==> config.mk <==
export PLATFORM = sky130hd
export DESIGN_NAME = cmp_pipe_unit_flat
export DESIGN_NICKNAME = d
export VERILOG_FILES = /design/src/rtl/cmp_pipe_unit_if.sv /design/src/rtl/cmp_pipe_unit.sv /design/src/flat_wrapper.sv
export SDC_FILE = /design/constraint.sdc
export NUM_CORES = 1
export LEC_CHECK = 0
export CORE_MARGIN = 8
export CORE_UTILIZATION = 37
export CTS_CLUSTER_DIAMETER = 120
export CTS_CLUSTER_SIZE = 24
export DETAILED_ROUTE_END_ITERATION = 6
export GPL_ROUTABILITY_DRIVEN = 1
export PLACE_DENSITY = 0.81
export SLEW_MARGIN = 20
export SYNTH_ARGS = -nofsm -noshare
export SYNTH_HDL_FRONTEND = slang
export SYNTH_SLANG_ARGS = --single-unit
==> constraint.sdc <==
create_clock -name clk -period 2 [get_ports clk]
set_clock_uncertainty 0.05 [all_clocks]
set_input_delay 0.5 -clock clk [delete_from_list [all_inputs] [get_ports clk]]
set_output_delay 0.5 -clock clk [all_outputs]
set_load 0.02 [all_outputs]
==> src/rtl/cmp_pipe_unit_if.sv <==
// Compare unit issue/result bus.
// RS and CDB side drive master; the unit is slave.
interface cmp_pipe_unit_if #(
  parameter int WIDTH = 32,
  parameter int TAG_W = 4
);
  logic             in_valid;
  logic             in_ready;
  logic             in_is_br;
  logic [2:0]       in_funct3;
  logic [WIDTH-1:0] in_a;
  logic [WIDTH-1:0] in_b;
  logic [TAG_W-1:0] in_tag;
  logic             out_valid;
  logic             out_ready;
  logic [WIDTH-1:0] out_data;
  logic             out_taken;
  logic             out_is_br;
  logic             out_err;
  logic [TAG_W-1:0] out_tag;

  modport master (
    output in_valid, in_is_br, in_funct3,
    output in_a, in_b, in_tag, out_ready,
    input  in_ready, out_valid, out_data,
    input  out_taken, out_is_br, out_err, out_tag
  );

  modport slave (
    input  in_valid, in_is_br, in_funct3,
    input  in_a, in_b, in_tag, out_ready,
    output in_ready, out_valid, out_data,
    output out_taken, out_is_br, out_err, out_tag
  );
endinterface

==> src/rtl/cmp_pipe_unit.sv <==
// Pipelined RV32I branch / slt compare unit.
// Tag-carrying elastic pipe with flush, feeds the CDB.
module cmp_pipe_unit #(
  parameter int WIDTH  = 32,
  parameter int TAG_W  = 4,
  parameter int STAGES = 2
) (
  input  logic clk,
  input  logic rst,
  input  logic flush,
  cmp_pipe_unit_if.slave bus
);

  typedef struct packed {
    logic             is_br;
    logic             err;
    logic             taken;
    logic             res;
    logic [TAG_W-1:0] tag;
  } pay_t;

  logic [STAGES-1:0] r_vld;
  pay_t              r_pay [STAGES];
  logic [STAGES-1:0] w_adv;
  logic [STAGES-1:0] w_lo;
  logic              w_eq;
  logic              w_lts;
  logic              w_ltu;
  logic              w_res;
  logic              w_err;
  pay_t              w_new;

  assign w_eq  = bus.in_a == bus.in_b;
  assign w_lts = $signed(bus.in_a) < $signed(bus.in_b);
  assign w_ltu = bus.in_a < bus.in_b;

  // Decode funct3 into the compare result or an illegal flag.
  always_comb begin
    w_res = 1'b0;
    w_err = 1'b0;
    if (bus.in_is_br) begin
      unique case (bus.in_funct3)
        3'b000:  w_res = w_eq;
        3'b001:  w_res = !w_eq;
        3'b100:  w_res = w_lts;
        3'b101:  w_res = !w_lts;
        3'b110:  w_res = w_ltu;
        3'b111:  w_res = !w_ltu;
        default: w_err = 1'b1;
      endcase
    end else begin
      unique case (bus.in_funct3)
        3'b010:  w_res = w_lts;
        3'b011:  w_res = w_ltu;
        default: w_err = 1'b1;
      endcase
    end
  end

  assign w_new.is_br = bus.in_is_br;
  assign w_new.err   = w_err;
  assign w_new.taken = bus.in_is_br & w_res;
  assign w_new.res   = w_res;
  assign w_new.tag   = bus.in_tag;

  // Stage i moves if any stage at or after it is empty, or the CDB takes.
  always_comb begin
    w_adv = '0;
    w_lo  = '0;
    for (int i = 0; i < STAGES; i++) begin
      w_lo     = STAGES'((1 << i) - 1);
      w_adv[i] = bus.out_ready || !(&(r_vld | w_lo));
    end
  end

  assign bus.in_ready = !flush && w_adv[0];

  // Capture into stage 0 and shift payloads down the pipe.
  always_ff @(posedge clk or negedge rst) begin
    if (!rst) begin
      r_vld <= '0;
      for (int i = 0; i < STAGES; i++) begin
        r_pay[i] <= '0;
      end
    end else if (flush) begin
      r_vld <= '0;
    end else begin
      if (w_adv[0]) begin
        r_vld[0] <= bus.in_valid;
        r_pay[0] <= w_new;
      end
      for (int i = 1; i < STAGES; i++) begin
        if (w_adv[i]) begin
          r_vld[i] <= r_vld[i-1];
          r_pay[i] <= r_pay[i-1];
        end
      end
    end
  end

  assign bus.out_valid = r_vld[STAGES-1];
  assign bus.out_data  = {{(WIDTH-1){1'b0}}, r_pay[STAGES-1].res};
  assign bus.out_taken = r_pay[STAGES-1].taken;
  assign bus.out_is_br = r_pay[STAGES-1].is_br;
  assign bus.out_err   = r_pay[STAGES-1].err;
  assign bus.out_tag   = r_pay[STAGES-1].tag;

endmodule

==> src/flat_wrapper.sv <==
// flat-port wrapper written by rule: the top's interface ports become plain ports
module cmp_pipe_unit_flat 
#(
  parameter int WIDTH  = 32,
  parameter int TAG_W  = 4,
  parameter int STAGES = 2
)
  (clk, rst, flush, bus_in_valid, bus_in_is_br, bus_in_funct3, bus_in_a, bus_in_b, bus_in_tag, bus_out_ready, bus_in_ready, bus_out_valid, bus_out_data, bus_out_taken, bus_out_is_br, bus_out_err, bus_out_tag);
  cmp_pipe_unit_if #(.WIDTH(WIDTH), .TAG_W(TAG_W)) bus_i ();
  input  logic clk;
  input  logic rst;
  input  logic flush;
  input wire logic [$bits(bus_i.in_valid)-1:0] bus_in_valid;
  input wire logic [$bits(bus_i.in_is_br)-1:0] bus_in_is_br;
  input wire logic [$bits(bus_i.in_funct3)-1:0] bus_in_funct3;
  input wire logic [$bits(bus_i.in_a)-1:0] bus_in_a;
  input wire logic [$bits(bus_i.in_b)-1:0] bus_in_b;
  input wire logic [$bits(bus_i.in_tag)-1:0] bus_in_tag;
  input wire logic [$bits(bus_i.out_ready)-1:0] bus_out_ready;
  output wire logic [$bits(bus_i.in_ready)-1:0] bus_in_ready;
  output wire logic [$bits(bus_i.out_valid)-1:0] bus_out_valid;
  output wire logic [$bits(bus_i.out_data)-1:0] bus_out_data;
  output wire logic [$bits(bus_i.out_taken)-1:0] bus_out_taken;
  output wire logic [$bits(bus_i.out_is_br)-1:0] bus_out_is_br;
  output wire logic [$bits(bus_i.out_err)-1:0] bus_out_err;
  output wire logic [$bits(bus_i.out_tag)-1:0] bus_out_tag;
  assign bus_i.in_valid = bus_in_valid;
  assign bus_i.in_is_br = bus_in_is_br;
  assign bus_i.in_funct3 = bus_in_funct3;
  assign bus_i.in_a = bus_in_a;
  assign bus_i.in_b = bus_in_b;
  assign bus_i.in_tag = bus_in_tag;
  assign bus_i.out_ready = bus_out_ready;
  assign bus_in_ready = bus_i.in_ready;
  assign bus_out_valid = bus_i.out_valid;
  assign bus_out_data = bus_i.out_data;
  assign bus_out_taken = bus_i.out_taken;
  assign bus_out_is_br = bus_i.out_is_br;
  assign bus_out_err = bus_i.out_err;
  assign bus_out_tag = bus_i.out_tag;
  cmp_pipe_unit #(.WIDTH(WIDTH), .TAG_W(TAG_W), .STAGES(STAGES)) u_core (.clk(clk), .rst(rst), .flush(flush), .bus(bus_i));
endmodule
=== Yosys cells after proc, flatten, opt, wreduce, memory -nomap -nowiden ===
Cells that the tools add are included.

* Register bits: 18
* Output and inout port bits: 41
* Bits in writable memories: 0
* Latch bits: 0
* Memory bits (read-only): 0
* Logic and storage cells: 50
* Memories: 0

* Add/sub/neg operators: 0
* Shift-type cells: 0
* Reductions and logical operators: 17
* $lt $le $gt $ge: 2
* Multiplexer cells: 9
* Equality and inequality tests: 8
* Bitwise gates (word level): 2
* Div/mod/pow operators: 0
* Multipliers: 0

{| class="wikitable"
|+ Operators with widths
! cell !! number
|-
| $lt A32 B32 Y1 || 2
|-
| $eq A32 B32 Y1 || 1
|-
| $eq A3 B3 Y1 const B || 4
|-
| $eq A3 B2 Y1 const B || 2
|-
| $logic_not A1 Y1 || 6
|-
| $mux W1 || 6
|-
| $pmux W1 S6 || 1
|-
| $reduce_and A2 Y1 || 3
|-
| $reduce_or A6 Y1 || 1
|-
| $reduce_bool A2 Y1 || 2
|-
| $eq A3 B1 Y1 const B || 1
|-
| $logic_not A3 Y1 || 1
|-
| $logic_or A1 B1 Y1 || 2
|-
| $mux W2 || 1
|-
| $pmux W1 S2 || 1
|-
| $reduce_or A2 Y1 || 1
|-
| $and A1 B1 Y1 || 1
|-
| $logic_and A1 B1 Y1 || 1
|-
| $not A1 Y1 || 1
|}

=== Logic depth before layout (Yosys ltp) ===
* Word-level depth: 5
* Depth in mapped cells: 9

=== Least setup slack after synthesis ===
OpenSTA, ideal clock, no wires.

* Kind: input to register
* From: input bus_in_b[14]
* To: register u_core.r_pay[12] (netlist name)
* Data arrival time: 2.322 ns
* Required time: 1.863 ns
* Setup slack: -0.458 ns
* Stages on the path: 9
* Library setup time: 0.087 ns
* Path through: inv_1 ha_1 nand4_2 or4_4 nor3_2 nand2_1 xor2_1 or4_4 o211ai_1

* Cells in the longest elaborated chain, start to end: 4
* Elaborated cells on any way between the ends: 9
* Those cells by class: order compare: 2; eq/ne: 1; mux: 3; reduce/logical: 3

{| class="wikitable"
|+ RTL lines
! what !! line !! source
|-
| start, declared || flat_wrapper.sv:17 || <nowiki>input wire logic [$bits(bus_i.in_b)-1:0] bus_in_b;</nowiki>
|-
| $lt A32 B32 Y1 (tied with other cells) || cmp_pipe_unit.sv:35 || <nowiki>assign w_ltu = bus.in_a < bus.in_b;</nowiki>
|-
| $logic_not A1 Y1 (on tied branches) || cmp_pipe_unit.sv:48, cmp_pipe_unit.sv:44, cmp_pipe_unit.sv:46 ||
|-
| $pmux W1 S6 || cmp_pipe_unit.sv:42 || <nowiki>unique case (bus.in_funct3)</nowiki>
|-
| $mux W1 (*) || cmp_pipe_unit.sv:41 || <nowiki>if (bus.in_is_br) begin</nowiki>
|-
| end signal, assigned by index || cmp_pipe_unit.sv:95 || <nowiki>r_pay[i] <= r_pay[i-1];</nowiki>
|-
| end, declared || cmp_pipe_unit.sv:23 || <nowiki>pay_t r_pay [STAGES];</nowiki>
|}

Mark *: on every way between the ends. The rest lies on a longest branch, timed or not.
A chain may end at the register's enable or synchronous reset.

=== Final worst setup path ===
Same ends and word-level chain as after synthesis.

==> flow_metrics.py <==
metrics = {
    "status": {
        "outcome": "finished, violations left",
        "violations": "negative setup slack",
    },
    "cts": {
        "numClockSinks": 18,
        "cts-root-buf": "clkbuf_8",
        "cts_made_buffers": 3,
        "clk_latency_ps": 250,
        "cts_hold_buffers": 0,
        "htreeDepth": 1,
        "clk_path_buf_depth": 2,
        "clk_pin_slew_worst_paths_ps": 60,
        "cts_tree": "built",
    },
    "timing": {
        "fin_crit_ps": 2340,
        "setup-tns-final_ps": -650.7,
        "period_share_pct": 117.0,
        "grt_setup_unrepaired": "true",
        "setup_viol": 2,
        "max_freq_mhz": 427.4,
        "setup_ws_ps": -339.8,
        "hold_viol": 0,
        "slew_viol_final": 0,
    },
    "pwr": {
        "powerDensity_nw_per_um2": 439.2,
        "ir_drop_uv": 265.0,
        "leakage_nw": 1.558,
    },
    "die": {
        "initial_core_util_pct": 37.71,
        "rows": 26,
        "io_pins": 118,
        "core_area_um2": 5010,
        "die_h_um": 87.46,
        "dieArea_um2": 7649,
        "die_x_um": 87.46,
    },
    "synthesis": {
        "synth-seq-cells": 18,
        "avgSynthCellArea_um2": 8.707,
        "ys_types": 29,
        "ys_seq_area_share_pct": 23.84,
        "yosys_warnings": 0,
        "synth_area_um2": 1889,
        "postSynthCellCount": 217,
    },
    "critical_path": {
        "crit_family": "simple AND/OR/NAND/NOR gates",
        "r2r-start": "u_core.r_vld[1]",
        "r2r-end": "u_core.r_pay[12]",
        "cp_slowest_stage_delay_ps": 540,
        "cp_data_required_time_ps": 2120,
        "crit_top_cell": "or4_4",
        "r2r_slack_ps": 330,
        "crit_buf_inv": 2,
        "critPathLaunch": "bus_in_b[14]",
        "r2r_cells": 7,
        "crit_type": "in2reg",
        "cp-start-kind": "primary input",
        "cp_cell_sequence": "buf_8 -> inv_12 -> ha_4 -> nand4_4 -> or4_4 -> nor3_4 -> nand2_1 -> xor2_1 -> or4_4 -> o211ai_1",
        "cpMaxStageDelayCell": "or4_4",
        "crit_arrival_ps": 2460,
        "critPathMaxFanout": 2,
        "critical_path.endpoint_type": "flop",
    },
    "grt": {
        "grt_pass1_wl_um": 9066,
        "grt_pass1_vias": 2053,
        "grt.overflow.total": 0,
        "grt_max_degree": 19,
        "grt_usage_pct": 14.69,
        "antenna_found_initial": 0,
    },
    "placed_design": {
        "io_buffers": 86,
        "place_area_um2": 2953,
        "gp_congestion": 0.7966,
        "dpl.hpwl_um": 4666,
    },
    "final_layout": {
        "final_cell_mix": "buf_4, dlygate4sd2_1, conb_1",
        "n_antenna_cell": 0,
        "drive_gt1_share_pct": 38.81,
        "syn2layout_area_growth_pct": 70.99,
        "layout_commonest_cell": "buf_4",
        "utilization_pct": 64.49,
        "final_cell_area_um2": 3231,
        "fillers": 444,
        "nets": 445,
    },
    "route": {
        "drt_iter0_drc": 37,
        "first_pass_iters": 4,
        "postRouteAntennaNets": 0,
        "met3_length_um": 441,
        "top_layer_used": "met4",
        "drc": 0,
        "wl_met1_um": 2083,
        "wl_per_cell_um": 14.18,
        "met2WireLength_um": 3171,
        "wirelength_um": 5741,
        "avgViaCountPerCell": 4.486,
        "vias": 1817,
    },
    "worst_hold_path": {
        "min_to": "u_core.bus.out_err",
        "min_path_type": "reg2reg",
        "holdPathStages": 1,
        "min-delay-start": "u_core.r_pay[14]",
    },
    "flow_run": {
        "cap_viol_max_count": 0,
    },
}
-- power by group --
part | internal [W] | switching [W] | leakage (nW)
logic | 0.000361 | 0.000323 | 1.31
clock network | 0.000175 | 0.000119 | 0.0288
registers | 0.000415 | 0.0000268 | 0.220
-- per-layer routing --
metal / track usage [%] / up-vias
met5: 0 / -
met2: 29.55 / 75
met1: 14.72 / 832
met4: 3.438 / 0
li1: - / 904
met3: 2.925 / 6
-- cells by family (layout without fill, tap and decap cells) --
logic type,count (synthesis),in the layout,share of synthesized area (%)
xor+xnor,4,4,1.855
compound gates,33,33,10.20
mux,13,13,7.748
fa+ha+maj,32,32,21.19
other cells,1,31,0.1985
simple gates,42,42,12.91
flops,18,18,23.84
buf+inv,74,162,22.05
-- state kept, by name (all words and copies together) (netlist names) --
name,flops
u_core.bus.out_data,1
u_core.r_pay,8
u_core.bus.out_err,1
u_core.bus.out_is_br,1
u_core.bus.out_tag,4
u_core.r_vld,2
u_core.bus.out_taken,1
-- through the flow --
stage / std cells / total power [W] / setup slack, ps / hold WS [ps]
floorplan: 247 / 0.0008242 / -392.3 / 154.4
global placement: 391 / 0.001066 / -1076 / 430.0
detailed placement: 391 / 0.001089 / -1103 / 444.6
CTS: 405 / 0.001410 / -395.1 / 462.3
global route: 405 / 0.001517 / -424.6 / 468.8
finish: 405 / 0.001419 / -339.8 / 456.2
-- cell usage after synthesis, drive strengths merged --
cell type  number  area share [%]
a2111oi         1            0.46
a21oi          19             5.0
a221oi          1            0.46
a41o            1            0.53
buf            37              15
conb            1            0.20
dfrtp          18              24
ha             32              21
inv            37             7.4
mux2           13             7.7
nand2          13             2.6
nand3           4             1.1
nand3b          1            0.40
nand4           6             2.3
nor2            7             1.4
nor2b           4             1.3
nor3            2            0.79
nor3b           1            0.40
nor4            2             1.5
o211ai          2            0.79
o21a            1            0.40
o21ai           6             1.6
o221ai          2            0.93
or4             2             1.2
xnor2           2            0.93
xor2            2            0.93
-- how the worst max path moves through the flow --
stage	endpoint	slack (ps)	cells past startpoint
after floorplan	u_core.r_pay[12]	-390	9
after global placement	u_core.r_pay[12]	-1080	10
after detailed placement	u_core.r_pay[12]	-1100	10
after CTS	u_core.r_pay[12]	-400	10
after global routing	u_core.r_pay[12]	-420	10
final	u_core.r_pay[12]	-340	10
-- timing repair --
item | CTS | global route
setup endpoints to repair | 3 | 2
setup buffers | 10 | 0
gates resized for setup | 152 | 16
pin swaps | 41 | 13
-- cell type report --
class,count,area (um2),area share [%]
Inverter,37,153.9,4.764
Tap cell,70,87.58,2.711
Timing Repair Buffer,121,1028,31.84
Sequential cell,18,450.4,13.94
Clock buffer,4,55.05,1.704
Multi-Input combinational cell,155,1455,45.04
No activity file was read; power rests on OpenSTA's default activity.
